[config.mk]
export PLATFORM = sky130hd
export DESIGN_NAME = sram_arbiter
export DESIGN_NICKNAME = d
export VERILOG_FILES = /design/src/rtl/sram_arb_pkg.sv /design/src/rtl/sram_rr_arb2.sv /design/src/rtl/sram_arbiter.sv
export SDC_FILE = /design/constraint.sdc
export NUM_CORES = 1
export LEC_CHECK = 0
export BUFFER_PORTS_ARGS = -buffer_cell sky130_fd_sc_hd__clkbuf_2
export CAP_MARGIN = 20
export CORE_ASPECT_RATIO = 0.9
export CORE_MARGIN = 1.5
export CORE_UTILIZATION = 51
export DETAILED_ROUTE_END_ITERATION = 8
export HOLD_SLACK_MARGIN = 0.03
export PLACE_DENSITY_LB_ADDON = 0.25
export SLEW_MARGIN = 20
export SYNTH_ARGS = -nofsm -noshare
export SYNTH_HDL_FRONTEND = slang
export SYNTH_HIERARCHICAL = 1
export SYNTH_SLANG_ARGS = --single-unit
[constraint.sdc]
create_clock -name clk -period 2.11 [get_ports clk]
set_input_delay 0.1055 -clock clk [delete_from_list [all_inputs] [get_ports clk]]
set_output_delay 0.1055 -clock clk [all_outputs]
set_load 0.02 [all_outputs]
[src/rtl/sram_arb_pkg.sv]
// Shared types and constants for the two-port SRAM arbiter/sequencer.
package sram_arb_pkg;

  typedef enum logic [2:0] {
    StDrain,
    StIdle,
    StLoReq,
    StLoWait,
    StHiReq,
    StHiWait,
    StResp
  } state_e;

  localparam logic GNT_I = 1'b0;
  localparam logic GNT_D = 1'b1;

  localparam logic [31:0] SRAM_HW_STRIDE = 32'd2;

endpackage

[src/rtl/sram_rr_arb2.sv]
// Combinational two-way round-robin picker: on contention the port that did not
// own the last grant wins.
module sram_rr_arb2
  import sram_arb_pkg::*;
(
  input  logic i_req,
  input  logic d_req,
  input  logic last_grant,
  output logic grant,
  output logic any_valid
);

  always_comb begin
    any_valid = i_req | d_req;
    grant     = last_grant;
    if (i_req && d_req) begin
      grant = ~last_grant;
    end else if (i_req) begin
      grant = GNT_I;
    end else if (d_req) begin
      grant = GNT_D;
    end
  end

endmodule

[src/rtl/sram_arbiter.sv]
// Arbitrates fetch and data ports onto the 16-bit SRAM front-end and sequences
// 32-bit accesses as two halfword transactions, low halfword first.
module sram_arbiter
  import sram_arb_pkg::*;
#(
  parameter int unsigned RESET_DRAIN = 4
) (
  input  logic        clk,
  input  logic        rst,
  input  logic        i_valid,
  input  logic [31:0] i_addr,
  output logic        i_ready,
  output logic [31:0] i_rdata,
  input  logic        d_valid,
  input  logic        d_rw,
  input  logic        d_half,
  input  logic [31:0] d_addr,
  input  logic [31:0] d_wdata,
  output logic        d_ready,
  output logic [31:0] d_rdata,
  output logic        sram_valid,
  output logic        sram_rw,
  output logic [31:0] sram_addr,
  output logic [15:0] sram_dtw,
  input  logic [15:0] sram_dtr,
  input  logic        sram_done,
  output logic        busy,
  output logic        grant
);

  localparam int unsigned CntW = $clog2(RESET_DRAIN + 2);

  state_e          state;
  logic [CntW-1:0] drain_cnt;
  logic            req_half;
  logic [15:0]     wdata_hi;
  logic [15:0]     data_lo;

  logic            pick_grant;
  logic            pick_any;
  logic [31:0]     acc_addr;
  logic            acc_rw;
  logic            acc_half;
  logic [31:0]     acc_wdata;
  logic [31:0]     rd_word;
  logic            unused_addr_bit;

  sram_rr_arb2 u_rr (
    .i_req     (i_valid),
    .d_req     (d_valid),
    .last_grant(grant),
    .grant     (pick_grant),
    .any_valid (pick_any)
  );

  // Request fields of whichever port the picker selects; fetches are always 32-bit reads.
  always_comb begin
    acc_addr  = i_addr;
    acc_rw    = 1'b0;
    acc_half  = 1'b0;
    acc_wdata = '0;
    if (pick_grant == GNT_D) begin
      acc_addr  = d_addr;
      acc_rw    = d_rw;
      acc_half  = d_half;
      acc_wdata = d_wdata;
    end
  end

  assign unused_addr_bit = acc_addr[0];

  assign rd_word = req_half ? {16'h0000, sram_dtr} : {sram_dtr, data_lo};

  always_ff @(posedge clk) begin
    if (rst) begin
      state      <= StDrain;
      drain_cnt  <= CntW'(RESET_DRAIN);
      sram_valid <= 1'b0;
      sram_rw    <= 1'b0;
      sram_addr  <= '0;
      sram_dtw   <= '0;
      i_ready    <= 1'b0;
      d_ready    <= 1'b0;
      i_rdata    <= '0;
      d_rdata    <= '0;
      busy       <= 1'b0;
      grant      <= GNT_D;
      req_half   <= 1'b0;
      wdata_hi   <= '0;
      data_lo    <= '0;
    end else begin
      case (state)
        StDrain: begin
          if (drain_cnt == '0) begin
            state <= StIdle;
          end else begin
            drain_cnt <= drain_cnt - CntW'(1);
          end
        end
        StIdle: begin
          if (pick_any) begin
            grant      <= pick_grant;
            busy       <= 1'b1;
            sram_valid <= 1'b1;
            sram_rw    <= acc_rw;
            sram_dtw   <= acc_wdata[15:0];
            wdata_hi   <= acc_wdata[31:16];
            req_half   <= acc_half;
            if (acc_half) begin
              sram_addr <= {acc_addr[31:1], 1'b0};
              state     <= StHiReq;
            end else begin
              sram_addr <= {acc_addr[31:2], 2'b00};
              state     <= StLoReq;
            end
          end
        end
        StLoReq: begin
          sram_valid <= 1'b0;
          state      <= StLoWait;
        end
        StLoWait: begin
          if (sram_done) begin
            data_lo    <= sram_dtr;
            sram_addr  <= sram_addr + SRAM_HW_STRIDE;
            sram_dtw   <= wdata_hi;
            sram_valid <= 1'b1;
            state      <= StHiReq;
          end
        end
        StHiReq: begin
          sram_valid <= 1'b0;
          state      <= StHiWait;
        end
        StHiWait: begin
          // Ready and read data are registered here so they appear together in StResp.
          if (sram_done) begin
            state <= StResp;
            if (grant == GNT_I) begin
              i_ready <= 1'b1;
              i_rdata <= rd_word;
            end else begin
              d_ready <= 1'b1;
              d_rdata <= rd_word;
            end
          end
        end
        StResp: begin
          i_ready <= 1'b0;
          d_ready <= 1'b0;
          busy    <= 1'b0;
          state   <= StIdle;
        end
        default: begin
          state <= StDrain;
        end
      endcase
    end
  end

endmodule

==> metrics.txt <==
Slew @ Worst Pin 663 ps; TritonCTS clock tree built; WP data arrival ~2300 ps; standard-cell row count about 40; initial antenna violation count 0; clock network power share a little under a third; crit path launch state[1]$_SDFFE_PP0P_; slew margin rel. 55.8%; vias in the first global route around 7,000; Setup TNS Final 0 ps; Comb pwr share between 30% and 40%; crit path buf inv count 1; Max Cap Viol 0; Mapped Area between 7000 and 8000 µm²; Placed Area 8730 µm²; Setup Buffers After CTS 0; IO buf count roughly 230; Tot GR Track Use between 20 and 30%; design area about 9800 µm²; Final setup violation count 0; CTS Buffer Depth 2; CP max-delay cell and3b_2; Die W approximately 130 µm; crit path time final ~1900 ps; post-synthesis async set-or-reset flop share 0%; PostCTS Resize Cnt 0; CP Launch Type flop; WP depth 5; Die Y 116 µm; CP top delay family simple AND/OR/NAND/NOR gates; CP peak stage delay between 500 and 600 ps; synth warn 6; top_reg_cell synth dfxtp_1; Nets roughly 1,300; crit-path cells mux2_4 -> and3b_2 -> buf_12 -> nor2_1 -> a311oi_1; clock skew 9.47 ps; worst vdd ir 0.852 mV; final hold viol count 0; post-synthesis sequential area ratio 42.9%; Starting Density a little over half; status complete, no violations; vias post-DR ~7,600; largest net degree at the start of global routing 86; Worst-Skew Late Latency ~430 ps; final wirelength ~22,000 µm; number of flops mapped to enable cells by yosys 0; area grow syn2layout 34.3%; flop2flop setup slack approximately 180 ps; share of cells above drive strength 1 roughly 27%; first-pass GRT wire length around 34,000 µm; io pins about 240; Iter 0 DRT Violations 615; critical path class flop to flop; RSZ-0062 raised after global routing false; Clock Sinks between 150 and 200; hpwl dp between 10,000 and 15,000 µm; Reg-to-Reg Start state[1]$_SDFFE_PP0P_; syn_area_per_cell between 8 and 9 µm²; switching pwr about 3.4 mW; post-synthesis cell type count 66; die area 15,000 µm²; Crit Path Max Fanout 28; Critical Path Sink sram_dtw[3]$_SDFFE_PP0P_; Residual DRC 0; Pre-antenna DRT Iters 5; GR Overflow Total 0; Flop pwr share approximately two fifths; Antenna Nets Post-Route 0; critical path data required time 2430 ps; DR vias/cell 5.56; clk slew on worst S/H paths roughly 60 ps; RePlAce Congestion a little over 0.9; Hold-fix buffers, CTS 50; final period utilization between 90% and 100%; Final Max Slew Viols 0; Fill cells around 1,200; Critical Path Sink Type flop; routed len/inst around 16 µm; internal cell power ~6.2 mW; Antenna Cells 0; clk root buf clkbuf_16; TritonCTS buffer count 17; Post-Syn Nets just over 1,000; Hold Crit Class input pin to flop; Fmax a little over 500 MHz; Mapped Cells about 900; H-tree level count 4; Yosys reg bits roughly 160; Worst R2R End sram_dtw[3]$_SDFFE_PP0P_; r2r worst-path depth 5; Sw Share 35.4%; core area around 14,000 µm²; P per Cell Area about 980 nW/µm²; Leak between 4 and 5 nW
[cells in the mapped netlist (9+ instances only)]
| cell | instances | area (µm²) |
|---|---|---|
| o21ai_0 | 22 | 110 |
| buf_2 | 25 | 125 |
| mux2i_1 | 48 | 480 |
| nor3_1 | 16 | 80.1 |
| nand2_1 | 162 | 608 |
| nor2b_1 | 17 | 106 |
| clkbuf_1 | 43 | 161 |
| nand3_1 | 46 | 230 |
| a311oi_1 | 17 | 149 |
| dfxtp_1 | 156 | 3120 |
| and3_1 | 9 | 56.3 |
| inv_1 | 9 | 33.8 |
| a21oi_1 | 95 | 475 |
| nor2_1 | 83 | 312 |
| a31oi_1 | 12 | 75.1 |
| a211oi_1 | 38 | 285 |
[metal layers]
metal	up-vias	global-route usage [%]	wire, µm
met5	-	0	0
met4	0	11.5	519
met3	41	6.09	1230
met2	282	46.2	10100
met1	3566	39.3	10300
li1	3715	-	-
[registers in the layout, indices dropped and copies added, names as in the netlist]
| signal | cells |
|---|---|
| req_half | 1 |
| grant | 1 |
| sram_valid | 1 |
| drain_cnt | 3 |
| state | 3 |
| data_lo | 16 |
| sram_rw | 1 |
| sram_dtw | 16 |
| wdata_hi | 16 |
| sram_addr | 31 |
| i_rdata | 32 |
| d_rdata | 32 |
| busy | 1 |
| d_ready | 1 |
| i_ready | 1 |
[worst min-delay path by stage]
| stage | start | endpoint | slack [ps] | cells after the start |
|---|---|---|---|---|
| after CTS | rst | wdata_hi[0]$_SDFFE_PP0P_ | 60 | 2 |
| after global placement | sram_dtr[3] | data_lo[3]$_SDFFE_PP0P_ | 360 | 3 |
| final | rst | wdata_hi[0]$_SDFFE_PP0P_ | 70 | 2 |
| after global routing | rst | wdata_hi[0]$_SDFFE_PP0P_ | 80 | 2 |
| after detailed placement | sram_dtr[1] | data_lo[1]$_SDFFE_PP0P_ | 360 | 3 |
| after floorplan | sram_dtr[0] | data_lo[0]$_SDFFE_PP0P_ | 240 | 2 |
[worst register-to-register path: stages, from the launching register on]
cell and delay (ps):
dfxtp_1 490, mux2_4 250, and3b_2 530, buf_12 240
nor2_1 70, a311oi_1 250
[power by group through the flow]
stage / logic, mW / registers, mW / clock network (mW)
floorplan: 1.62 / 3.99 / 0
global route: 3.26 / 3.73 / 3.06
CTS: 2.96 / 3.66 / 2.93
detailed placement: 2.87 / 3.72 / 0
global placement: 2.83 / 3.71 / 0
finish: 3.00 / 3.68 / 2.90
[per-stage QoR]
| step | cells | hold slack (ps) | power (mW) | worst slack, ps | utilization (%) |
|---|---|---|---|---|---|
| final | 1367 | 73.0 | 9.58 | 185 | 69.9 |
| after global routing | 1367 | 75.9 | 10.1 | 65.4 | 69.9 |
| after CTS | 1367 | 64.0 | 9.55 | 249 | 69.9 |
| after detailed placement | 1285 | 361 | 6.59 | 241 | 62.3 |
| after global placement | 1285 | 355 | 6.54 | 304 | 62.3 |
| after floorplan | 901 | 241 | 5.61 | 158 | - |
[cells by family after synthesis]
logic type / share of synthesized area (%)
DFF: 42.9
muxes: 7.11
xor gates and xnor gates: 0.120
other: 0.0515
buffers and inverters: 5.12
adders and majority gates: 0.515
AOI/OAI and AO/OA: 19.2
and+or+nand+nor: 25.0
[cell usage in the layout, fill, tap and decap left out, types with 3 or more instances in the layout]
cell type | Yosys | routed
a311oi_1 | 17 | 17
nand3b_1 | 3 | 3
dfxtp_1 | 156 | 156
nand4_1 | 8 | 8
or3_1 | 3 | 3
a31oi_1 | 12 | 12
or4_1 | 4 | 4
dlygate4sd3_1 | 0 | 50
clkinv_2 | 0 | 4
nor3_1 | 16 | 14
a211oi_1 | 38 | 38
nor2_1 | 83 | 83
a22oi_1 | 5 | 5
clkbuf_16 | 0 | 17
o22ai_1 | 7 | 7
clkbuf_2 | 0 | 231
clkbuf_1 | 43 | 3
nor2b_1 | 17 | 17
o21ai_0 | 22 | 22
inv_1 | 9 | 9
and2_1 | 5 | 5
nand2_1 | 162 | 162
nand3_1 | 46 | 46
nor3_4 | 3 | 3
buf_12 | 0 | 5
nand4b_1 | 3 | 3
buf_4 | 4 | 33
a21oi_1 | 95 | 94
ha_1 | 3 | 3
mux2i_1 | 48 | 48
and3_1 | 9 | 9
o211ai_1 | 4 | 4
[layout make-up]
type                            instances  area (µm²)  area share [%]
Multi-Input combinational cell        658        3820            39.1
Sequential cell                       156        3120            31.9
Timing Repair Buffer                  319        2000            20.5
Clock buffer                           22         464            4.74
Tap cell                              193         241            2.47
Clock inverter                         10        91.3           0.934
Inverter                                9        33.8           0.345
Power figures use the tool's default switching activity.
